--- src/rtl/column_pkg.sv ---
// column_pkg: encoder state type, default sizes and value-to-spike-time mapping
// Build option: SPIKE_ENC_INVERT_EN makes higher intensities spike earlier.
package column_pkg;
  typedef enum logic [1:0] {IDLE, RUN, DONE} enc_state_e;
  localparam int GAMMA_LEN_DEF = 16;
  localparam int VAL_W_DEF = $clog2(GAMMA_LEN_DEF) + 1;
  localparam logic [VAL_W_DEF-1:0] NO_SPIKE = '1;
`ifdef SPIKE_ENC_INVERT_EN
  localparam bit INVERT = 1'b1;
`else
  localparam bit INVERT = 1'b0;
`endif
  // No-spike codes (v >= glen) pass through unchanged in both modes
  function automatic int eff_time(input int v, input int glen);
    return (INVERT && v < glen) ? glen - 1 - v : v;
  endfunction
endpackage

--- src/rtl/spike_enc_channel.sv ---
// spike_enc_channel: one channel's committed spike time and its window comparator
// Ports: clk/rst; t_i next window time; run_i next state is RUN; load_i commit val_i; spike_o registered spike.
module spike_enc_channel import column_pkg::*; #(
  parameter int GAMMA_LEN = GAMMA_LEN_DEF,
  parameter int VAL_W = $clog2(GAMMA_LEN) + 1
) (
  input  logic             clk,
  input  logic             rst,
  input  logic [VAL_W-1:0] t_i,
  input  logic             run_i,
  input  logic             load_i,
  input  logic [VAL_W-1:0] val_i,
  output logic             spike_o
);
  logic [VAL_W-1:0] active_q, active_d;
  logic spike_q;
  always_comb active_d = load_i ? VAL_W'(eff_time(int'(val_i), GAMMA_LEN)) : active_q;
  // Compare against next-cycle time so the registered spike lands in the cycle where t equals the value
  always_ff @(posedge clk) begin
    if (rst) begin
      active_q <= '1;
      spike_q  <= 1'b0;
    end else begin
      active_q <= active_d;
      spike_q  <= run_i && t_i == active_d && active_d < VAL_W'(GAMMA_LEN);
    end
  end
  assign spike_o = spike_q;
endmodule

--- src/rtl/spike_time_encoder.sv ---
// spike_time_encoder: per-channel intensity to single-spike-per-gamma-window temporal code
// Ports: clk, rst (sync, active-high); grst gamma signal (rising edge = boundary);
//   in_valid/in_ready/in_data frame input into the shadow register;
//   spike_out per-channel spikes; gamma_start window t=0 pulse; window_trunc early-boundary pulse.
// Build option: SPIKE_ENC_INVERT_EN (see column_pkg).
module spike_time_encoder import column_pkg::*; #(
  parameter int NUM_CH = 2,
  parameter int GAMMA_LEN = GAMMA_LEN_DEF,
  parameter int VAL_W = $clog2(GAMMA_LEN) + 1
) (
  input  logic                    clk,
  input  logic                    rst,
  input  logic                    grst,
  input  logic                    in_valid,
  output logic                    in_ready,
  input  logic [NUM_CH*VAL_W-1:0] in_data,
  output logic [NUM_CH-1:0]       spike_out,
  output logic                    gamma_start,
  output logic                    window_trunc
);
  localparam logic [VAL_W-1:0] LAST = VAL_W'(GAMMA_LEN - 1);
  enc_state_e state_q, state_d;
  logic [VAL_W-1:0] t_q, t_d;
  logic [NUM_CH*VAL_W-1:0] shadow_q, shadow_d;
  logic grst_q, bnd, acc, shadow_vld_q, shadow_vld_d;
  logic gs_q, gs_d, wt_q, wt_d, run_d;
  assign bnd = grst & ~grst_q;
  assign in_ready = ~shadow_vld_q & ~rst;
  assign acc = in_valid & in_ready;
  always_ff @(posedge clk) begin
    if (rst) begin
      state_q <= IDLE;
      t_q     <= '0;
    end else begin
      state_q <= state_d;
      t_q     <= t_d;
    end
  end
  always_comb begin
    state_d = bnd ? RUN : (state_q == RUN && t_q == LAST) ? DONE : state_q;
    t_d = bnd ? '0 : (state_q == RUN && t_q != LAST) ? t_q + VAL_W'(1) : t_q;
  end
  always_comb begin
    run_d = state_d == RUN;
    gs_d  = bnd;
    wt_d  = bnd && state_q == RUN && t_q != LAST;
  end
  // A same-cycle accept sets the shadow after the boundary has consumed its old contents
  always_comb begin
    shadow_vld_d = acc | (shadow_vld_q & ~bnd);
    shadow_d = acc ? in_data : shadow_q;
  end
  always_ff @(posedge clk) begin
    if (rst) begin
      grst_q       <= 1'b0;
      shadow_vld_q <= 1'b0;
      shadow_q     <= '0;
      gs_q         <= 1'b0;
      wt_q         <= 1'b0;
    end else begin
      grst_q       <= grst;
      shadow_vld_q <= shadow_vld_d;
      shadow_q     <= shadow_d;
      gs_q         <= gs_d;
      wt_q         <= wt_d;
    end
  end
  assign gamma_start = gs_q;
  assign window_trunc = wt_q;
  for (genvar i = 0; i < NUM_CH; i++) begin : g_ch
    spike_enc_channel #(.GAMMA_LEN(GAMMA_LEN), .VAL_W(VAL_W)) u_ch (
      .clk    (clk),
      .rst    (rst),
      .t_i    (t_d),
      .run_i  (run_d),
      .load_i (bnd),
      .val_i  (shadow_vld_q ? shadow_q[i*VAL_W +: VAL_W] : '1),
      .spike_o(spike_out[i])
    );
  end
endmodule

--- config.mk ---
export PLATFORM = sky130hd
export DESIGN_NAME = spike_time_encoder
export DESIGN_NICKNAME = d
export VERILOG_FILES = /design/src/rtl/column_pkg.sv /design/src/rtl/spike_enc_channel.sv /design/src/rtl/spike_time_encoder.sv
export SDC_FILE = /design/constraint.sdc
export NUM_CORES = 1
export LEC_CHECK = 0
export CAP_MARGIN = 25
export CORE_ASPECT_RATIO = 1.5
export CORE_MARGIN = 5
export CORE_UTILIZATION = 35
export DETAILED_ROUTE_END_ITERATION = 10
export GPL_ROUTABILITY_DRIVEN = 1
export HOLD_SLACK_MARGIN = 0.12
export PLACE_DENSITY = 0.52
export SETUP_SLACK_MARGIN = 0.5
export SYNTH_ARGS = -nofsm -noshare
export SYNTH_HDL_FRONTEND = slang
export SYNTH_HIERARCHICAL = 1
export SYNTH_SLANG_ARGS = --single-unit
--- constraint.sdc ---
create_clock -name clk -period 3.4 [get_ports clk]
set_clock_uncertainty 0.15 [all_clocks]
set_input_delay 0.68 -clock clk [delete_from_list [all_inputs] [get_ports clk]]
set_output_delay 0.68 -clock clk [all_outputs]
set_load 0.05 [all_outputs]
==> impl_metrics.py, run 1 <==
metrics = {
    "status": {
        "outcome": "finished clean",
    },
    "clocking": {
        "cts.repair_timing.setup_buffer_count": 0,
        "clockRootBuffer": "sky130_fd_sc_hd__clkbuf_8",
        "clockBufferDepth": 2,
        "cts_tree": "built",
        "clk_pin_slew_worst_paths_ns": 0.06,
        "cts.sinks": 33,
        "worstSkewPairLatency_ns": 0.28,
        "cts_hold_repair.buffers": 0,
        "cts-htree-levels": 2,
        "cts_inserted_buffers": 5,
    },
    "logic_synthesis": {
        "synth_enable_flop_cells": 0,
        "yosys_most_used_dff": "sky130_fd_sc_hd__dfxtp_1",
        "synth_sequential_area_ratio_pct": 46.4,
        "yosys_warnings": 6,
        "synth_cells": 152,
        "synthesized_netlist_net_count": 168,
        "post_synth.cell_area_avg_um2": 9.38,
        "flops_latches_synth": 33,
        "syn_area_um2": 1430,
        "postSynth.asyncResetShare_pct": 0,
        "library_cell_occupying_the_most_area_in_the_post_synthesis_netlist": "sky130_fd_sc_hd__dfxtp_1",
        "ys_top_cells_by_area": "sky130_fd_sc_hd__dfxtp_1, sky130_fd_sc_hd__nand2b_1, sky130_fd_sc_hd__mux2i_1, sky130_fd_sc_hd__xor2_1, sky130_fd_sc_hd__o21ai_0",
        "synthDistinctLibCells": 27,
        "netlist.area_leader.share_pct": 46.4,
    },
    "sta": {
        "slew_headroom_pct": 64.7,
        "timing.final.hold_violations": 0,
        "final-setup-viol-count": 0,
        "clock.fmax_mhz": 378,
        "unrepaired_setup_endpoints_after_global_routing": "no",
        "worst_pin_slew_ns": 0.526,
        "slew_viol_final": 0,
        "totalNegativeSetupSlack_ns": 0,
        "period_share_pct": 77.7,
        "timing.final.crit_period_ns": 2.64,
        "tightest_hold_margin_ns": 0.320,
    },
    "hold_path": {
        "hold_class": "flop to flop",
    },
    "route": {
        "drt_pass1_iterations": 4,
        "avgRoutedWirePerCell_um": 11.8,
        "routed_wl_um": 2550,
        "final_antenna_net_count": 0,
        "first_iteration_detailed_routing_drc_count": 25,
        "total_via_count_after_detailed_routing": 977,
        "vias_per_cell": 4.52,
        "drc_errors": 0,
    },
    "global_route": {
        "number_of_global_route_vias_before_repair": 1026,
        "antenna_found_initial": 0,
        "grt_use_total_pct": 10.3,
        "global_route.overflow_total": 0,
        "grt_start_max_net_pins": 20,
        "wire_length_of_the_first_global_routing_pass_um": 4550,
    },
    "final_layout": {
        "insertedDiodeCount": 0,
        "final-seq-area_um2": 661,
        "final_design_area_no_fill_um2": 1740,
        "final.fill_count": 407,
        "final_layout_size_suffix_gt1_share_pct": 9.36,
        "layout-area-overhead-vs-synth_pct": 21.8,
        "final_cell_count_no_fill": 216,
        "finish.net_count": 187,
        "multiInputGateArea_um2": 712,
    },
    "worst_setup_path": {
        "critPathArrivalTime_ns": 2.71,
        "crit_chain": "ha_1 > and3_1 > ha_1 > or3b_4 > or3_1 > a21oi_1 > xor2_1 > and4_1",
        "timing.critical_path.slowest_stage_cell": "sky130_fd_sc_hd__or3b_4",
        "cp.buffers_inverters": 0,
        "crit_path_start_kind": "flop",
        "critical_path.max_stage_delay_ns": 0.44,
        "worst_setup_path_end_kind": "flop",
        "crit_path_frequent_cell": "sky130_fd_sc_hd__ha_1",
        "worst-endpoint-required_ns": 3.47,
        "critical_path.top_delay_family": "simple AND/OR/NAND/NOR gates",
        "path_class": "flop to flop",
        "path_max_fanout": 7,
    },
    "placement": {
        "buffer_ports.inserted": 18,
        "placedInstanceArea_um2": 1640,
        "globalplace.congestion": 0.721,
        "post-dp-hpwl_um": 1930,
        "placed_cells_incl_taps": 209,
    },
    "power": {
        "power_density_nw_per_um2": 467,
        "cellLeakagePower_nw": 0.676,
        "ir_worst_vdd_v": 0.000269,
        "finalPower_mw": 0.811,
    },
    "floorplan": {
        "core_area_um2": 3960,
        "dieWidth_um": 62.1,
        "initial_core_util_pct": 36.0,
        "dieArea_um2": 5470,
        "fp.dieH_um": 88.2,
        "io_pins": 19,
        "std_cell_rows": 28,
    },
    "job": {
        "drv.max_cap_violation_count": 0,
    },
}
## worst register-to-register path, delay by kind of cell (launching register included)
family / cells / cell delay (ns)
XOR/XNOR: 1 / 0.17
adder cells (fa/ha/maj): 2 / 0.44
AND/OR/NAND/NOR: 4 / 1.18
AO/OA/AOI/OAI: 1 / 0.31
flip-flops: 1 / 0.34
## cell usage after synthesis, types with 3 or more instances
library cell               number
sky130_fd_sc_hd__mux2i_1        9
sky130_fd_sc_hd__nor2b_1        3
sky130_fd_sc_hd__xnor2_1        3
sky130_fd_sc_hd__nand2_1       11
sky130_fd_sc_hd__nand2b_1      28
sky130_fd_sc_hd__xor2_1         7
sky130_fd_sc_hd__buf_6          3
sky130_fd_sc_hd__inv_1          3
sky130_fd_sc_hd__nor2_1        12
sky130_fd_sc_hd__o21ai_0       12
sky130_fd_sc_hd__a21oi_1        4
sky130_fd_sc_hd__clkbuf_1       5
sky130_fd_sc_hd__dfxtp_1       33
## layer usage
metal	track usage, %	share of wire [%]	vias to the layer above
met3	3.21	3.7	5
met5	0	0	-
met4	5.33	1.6	0
met2	17.3	51	16
li1	-	-	534
met1	11.8	44	422
## final cells by class
type	count	share of cell area, %
tap	45	3.24
multi-input combinational	108	41.0
sequential	33	38.1
clock buffer	7	4.97
timing repair buffer	20	11.8
inverter	3	0.865
## power breakdown
group	total, mW	internal (mW)	leakage [nW]	switching [mW]
Combinational	0.105	0.0541	0.361	0.0511
Clock	0.288	0.160	0.0443	0.127
Sequential	0.418	0.407	0.270	0.0113
## path summary, 6_finish.rpt
| path | startpoint | end | slack, ns | cells after the start |
|---|---|---|---|---|
| worst max register to register | t_q[0] | g_ch[0].u_ch/spike_o | 0.76 | 8 |
| worst min register to register | shadow_q[6] | shadow_q[6] | 0.32 | 2 |
| worst max-delay path | t_q[0] | g_ch[0].u_ch/spike_o | 0.76 | 8 |
| worst min-delay path | shadow_q[6] | shadow_q[6] | 0.32 | 2 |
## placed cells by master, fill, tap and decap left out
cell type | netlist | routed
sky130_fd_sc_hd__dfxtp_1 | 33 | 33
sky130_fd_sc_hd__nand2b_1 | 28 | 28
sky130_fd_sc_hd__clkdlybuf4s50_1 | 0 | 17
sky130_fd_sc_hd__o21ai_0 | 12 | 12
sky130_fd_sc_hd__nor2_1 | 12 | 12
sky130_fd_sc_hd__nand2_1 | 11 | 11
sky130_fd_sc_hd__mux2i_1 | 9 | 8
sky130_fd_sc_hd__xor2_1 | 7 | 7
sky130_fd_sc_hd__clkbuf_8 | 0 | 6
sky130_fd_sc_hd__a21oi_1 | 4 | 4
sky130_fd_sc_hd__xnor2_1 | 3 | 3
sky130_fd_sc_hd__nor2b_1 | 3 | 3
sky130_fd_sc_hd__inv_1 | 3 | 2
sky130_fd_sc_hd__ha_1 | 2 | 2
sky130_fd_sc_hd__or2b_1 | 2 | 2
sky130_fd_sc_hd__a211o_2 | 2 | 2
sky130_fd_sc_hd__nor4b_1 | 2 | 2
sky130_fd_sc_hd__and4_1 | 2 | 2
sky130_fd_sc_hd__buf_4 | 0 | 2
sky130_fd_sc_hd__clkinvlp_4 | 0 | 1
sky130_fd_sc_hd__or3b_4 | 0 | 1
sky130_fd_sc_hd__nand3_1 | 1 | 1
sky130_fd_sc_hd__or3_1 | 1 | 1
sky130_fd_sc_hd__nor4bb_1 | 1 | 1
sky130_fd_sc_hd__mux2i_2 | 0 | 1
sky130_fd_sc_hd__mux2_2 | 1 | 1
sky130_fd_sc_hd__nor3b_2 | 0 | 1
sky130_fd_sc_hd__a21o_1 | 1 | 1
sky130_fd_sc_hd__nor3_1 | 1 | 1
sky130_fd_sc_hd__and3_1 | 1 | 1
sky130_fd_sc_hd__clkbuf_1 | 5 | 1
sky130_fd_sc_hd__buf_12 | 0 | 1
## flip-flops by register name (all words and copies together), names as in the netlist
signal,count
g_ch.u_ch/active_q,10
gamma_start,1
g_ch.u_ch/spike_o,2
grst_q,1
shadow_vld_q,1
t_q,5
shadow_q,10
state_q,2
window_trunc,1
## stage by stage
stage	utilization (%)	worst slack (ns)
finish	43.8	0.757
global route	43.8	0.580
detailed placement	41.4	0.431
CTS	43.6	0.645
global placement	41.4	0.522
floorplan	-	0.913
## repair_timing
item / 4_1_cts / 5_1_grt
gates resized for setup: 0 / 3
endpoints found under the setup margin: 0 / 2
hold endpoints to repair: 0 / 0
## cell families after synthesis
group,count (synthesis),share of synthesized area (%)
buf+inv,11,4.48
compound gates,19,7.55
flops,33,46.4
mux,10,7.11
simple gates,67,26.6
xor+xnor,10,6.15
fa+ha+maj,2,1.76
Note: power is estimated with default switching activity, not from simulation.
==> run 2, diff against run 1 <==
- PLACE_DENSITY: 0.52 -> 0.54
- clock period: 3.4 -> 2.3 ns (I/O delays scaled with it)
==> run 2 against run 1 <==
The run now ends with setup timing left. Maximum frequency grew 14%. Count of clock-buffer cells in the layout unchanged. Via count grew 14%. Setup slack got worse by 0.77 ns. Sequential power grew 49%. Power is 57% higher. Die area stayed put. Clock power increased by 51%. Cell area increased by 22%. Wire length rose by 24%. Critical path type unchanged.
==> impl_metrics.py, run 2 (same netlist as run 1, synthesis figures left out) <==
metrics = {
    "clocking": {
        "clk_pin_slew_worst_paths_ns": 0.06,
        "clockRootBuffer": "sky130_fd_sc_hd__clkbuf_8",
        "clockBufferDepth": 2,
        "cts-htree-levels": 2,
        "cts.sinks": 33,
        "cts_tree": "built",
        "cts_inserted_buffers": 5,
        "cts_hold_repair.buffers": 0,
        "worstSkewPairLatency_ns": 0.28,
    },
    "route": {
        "routed_wl_um": 3150,
        "final_antenna_net_count": 0,
        "vias_per_cell": 4.60,
        "avgRoutedWirePerCell_um": 13.0,
        "first_iteration_detailed_routing_drc_count": 19,
        "drt_pass1_iterations": 4,
        "total_via_count_after_detailed_routing": 1114,
        "drc_errors": 0,
    },
    "status": {
        "violations_in_the_final_reports": "setup timing",
        "outcome": "finished with violations",
    },
    "global_route": {
        "grt_start_max_net_pins": 22,
        "antenna_found_initial": 0,
        "grt_use_total_pct": 11.6,
        "global_route.overflow_total": 0,
        "wire_length_of_the_first_global_routing_pass_um": 5060,
        "number_of_global_route_vias_before_repair": 1114,
    },
    "final_layout": {
        "insertedDiodeCount": 0,
        "largest_registers": "g_ch.u_ch/active_q (10), shadow_q (10), t_q (5)",
        "final_util_pct": 53.4,
        "final_cell_mix": "sky130_fd_sc_hd__dfxtp_1, sky130_fd_sc_hd__nand2b_1, sky130_fd_sc_hd__buf_4",
        "layout_commonest_cell": "sky130_fd_sc_hd__dfxtp_1",
        "finish.net_count": 213,
        "final_layout_size_suffix_gt1_share_pct": 33.0,
        "final_design_area_no_fill_um2": 2120,
        "layout-area-overhead-vs-synth_pct": 48.5,
    },
    "placement": {
        "post-dp-hpwl_um": 2200,
        "placedInstanceArea_um2": 1810,
        "globalplace.congestion": 0.801,
        "buffer_ports.inserted": 18,
    },
    "worst_setup_path": {
        "path_class": "flop to flop",
        "crit_path_start_kind": "flop",
        "timing.critical_path.slowest_stage_cell": "sky130_fd_sc_hd__dfxtp_2",
        "critPathArrivalTime_ns": 2.34,
        "crit_path_frequent_cell": "sky130_fd_sc_hd__ha_4",
        "worst_setup_path_end_kind": "flop",
        "crit_chain": "ha_4 > and3_4 > ha_4 > buf_4 > buf_6 > nor4bb_4 > xnor2_1 > nor2_1 > xor2_1 > and4_1",
        "critical_path.max_stage_delay_ns": 0.34,
        "worst-endpoint-required_ns": 2.32,
        "path_max_fanout": 2,
    },
    "power": {
        "power_density_nw_per_um2": 603,
        "cellLeakagePower_nw": 0.849,
        "ir_worst_vdd_v": 0.000494,
    },
    "sta": {
        "fin_ws_ns": -0.0135,
        "slew_viol_final": 0,
        "slew_headroom_pct": 67.4,
        "unrepaired_setup_endpoints_after_global_routing": "yes",
        "timing.final.crit_period_ns": 2.31,
        "clock.fmax_mhz": 432,
        "totalNegativeSetupSlack_ns": -0.0135,
        "period_share_pct": 101,
        "tightest_hold_margin_ns": 0.314,
        "timing.final.hold_violations": 0,
        "final-setup-viol-count": 1,
        "worst_pin_slew_ns": 0.492,
    },
    "floorplan": {
        "initial_core_util_pct": 36.0,
        "fp.dieH_um": 88.2,
        "std_cell_rows": 28,
        "dieWidth_um": 62.1,
        "core_area_um2": 3960,
        "dieArea_um2": 5470,
        "io_pins": 19,
    },
    "hold_path": {
        "hold_class": "flop to flop",
    },
    "job": {
        "drv.max_cap_violation_count": 0,
    },
}
## run 2: final timing paths
path / slack [ns] / cells after the start / end / start
max: -0.01 / 10 / g_ch[1].u_ch/spike_o / t_q[0]
min: 0.31 / 2 / shadow_q[0] / shadow_q[0]
max reg2reg: -0.01 / 10 / g_ch[1].u_ch/spike_o / t_q[0]
min reg2reg: 0.31 / 2 / shadow_q[0] / shadow_q[0]
## run 2: layout make-up
cell class | count | area (um^2)
Timing Repair Buffer | 45 | 400
Fill cell | 373 | 1840
Multi-Input combinational cell | 108 | 887
Tap cell | 45 | 56.3
Timing Repair inverter | 1 | 7.51
Inverter | 3 | 13.8
Clock buffer | 7 | 86.3
Sequential cell | 33 | 664
## run 2: timing repair
item,CTS,global route
gates cloned,0,1
buffers inserted,0,8
gates resized for setup,17,20
pin swaps,10,7
endpoints found under the setup margin,28,12
## run 2: report_power, final
group	internal, mW	switching (mW)
registers	0.603	0.0183
logic	0.122	0.100
clock network	0.237	0.197
total	0.961	0.315
## run 2: per-layer routing
metal,GRT usage [%],wire (um),vias up
met5,0,0,-
met4,6.51,68,0
met3,3.21,110,5
met2,21.9,1730,16
met1,11.4,1240,510
li1,-,-,583
## run 2: worst max-delay path, delay by kind of cell (launching register included)
family	cells	cell delay, ns
XOR/XNOR	2	0.38
AND/OR/NAND/NOR	4	0.80
buffers and inverters	2	0.23
flip-flops	1	0.34
adder cells (fa/ha/maj)	2	0.31
## run 2: metrics by stage
stage	instances	power [mW]	setup WS (ns)
floorplan	152	0.739	-0.0706
global placement	226	0.811	-0.138
detailed placement	226	0.815	-0.171
CTS	233	1.27	-0.0537
global route	242	1.34	-0.108
finish	242	1.28	-0.0135
==> run 3, diff against run 2 <==
- CAP_MARGIN: 25 -> default
==> results of run 3 <==
No change in the layout: final DEF, timing and power equal those of run 2.
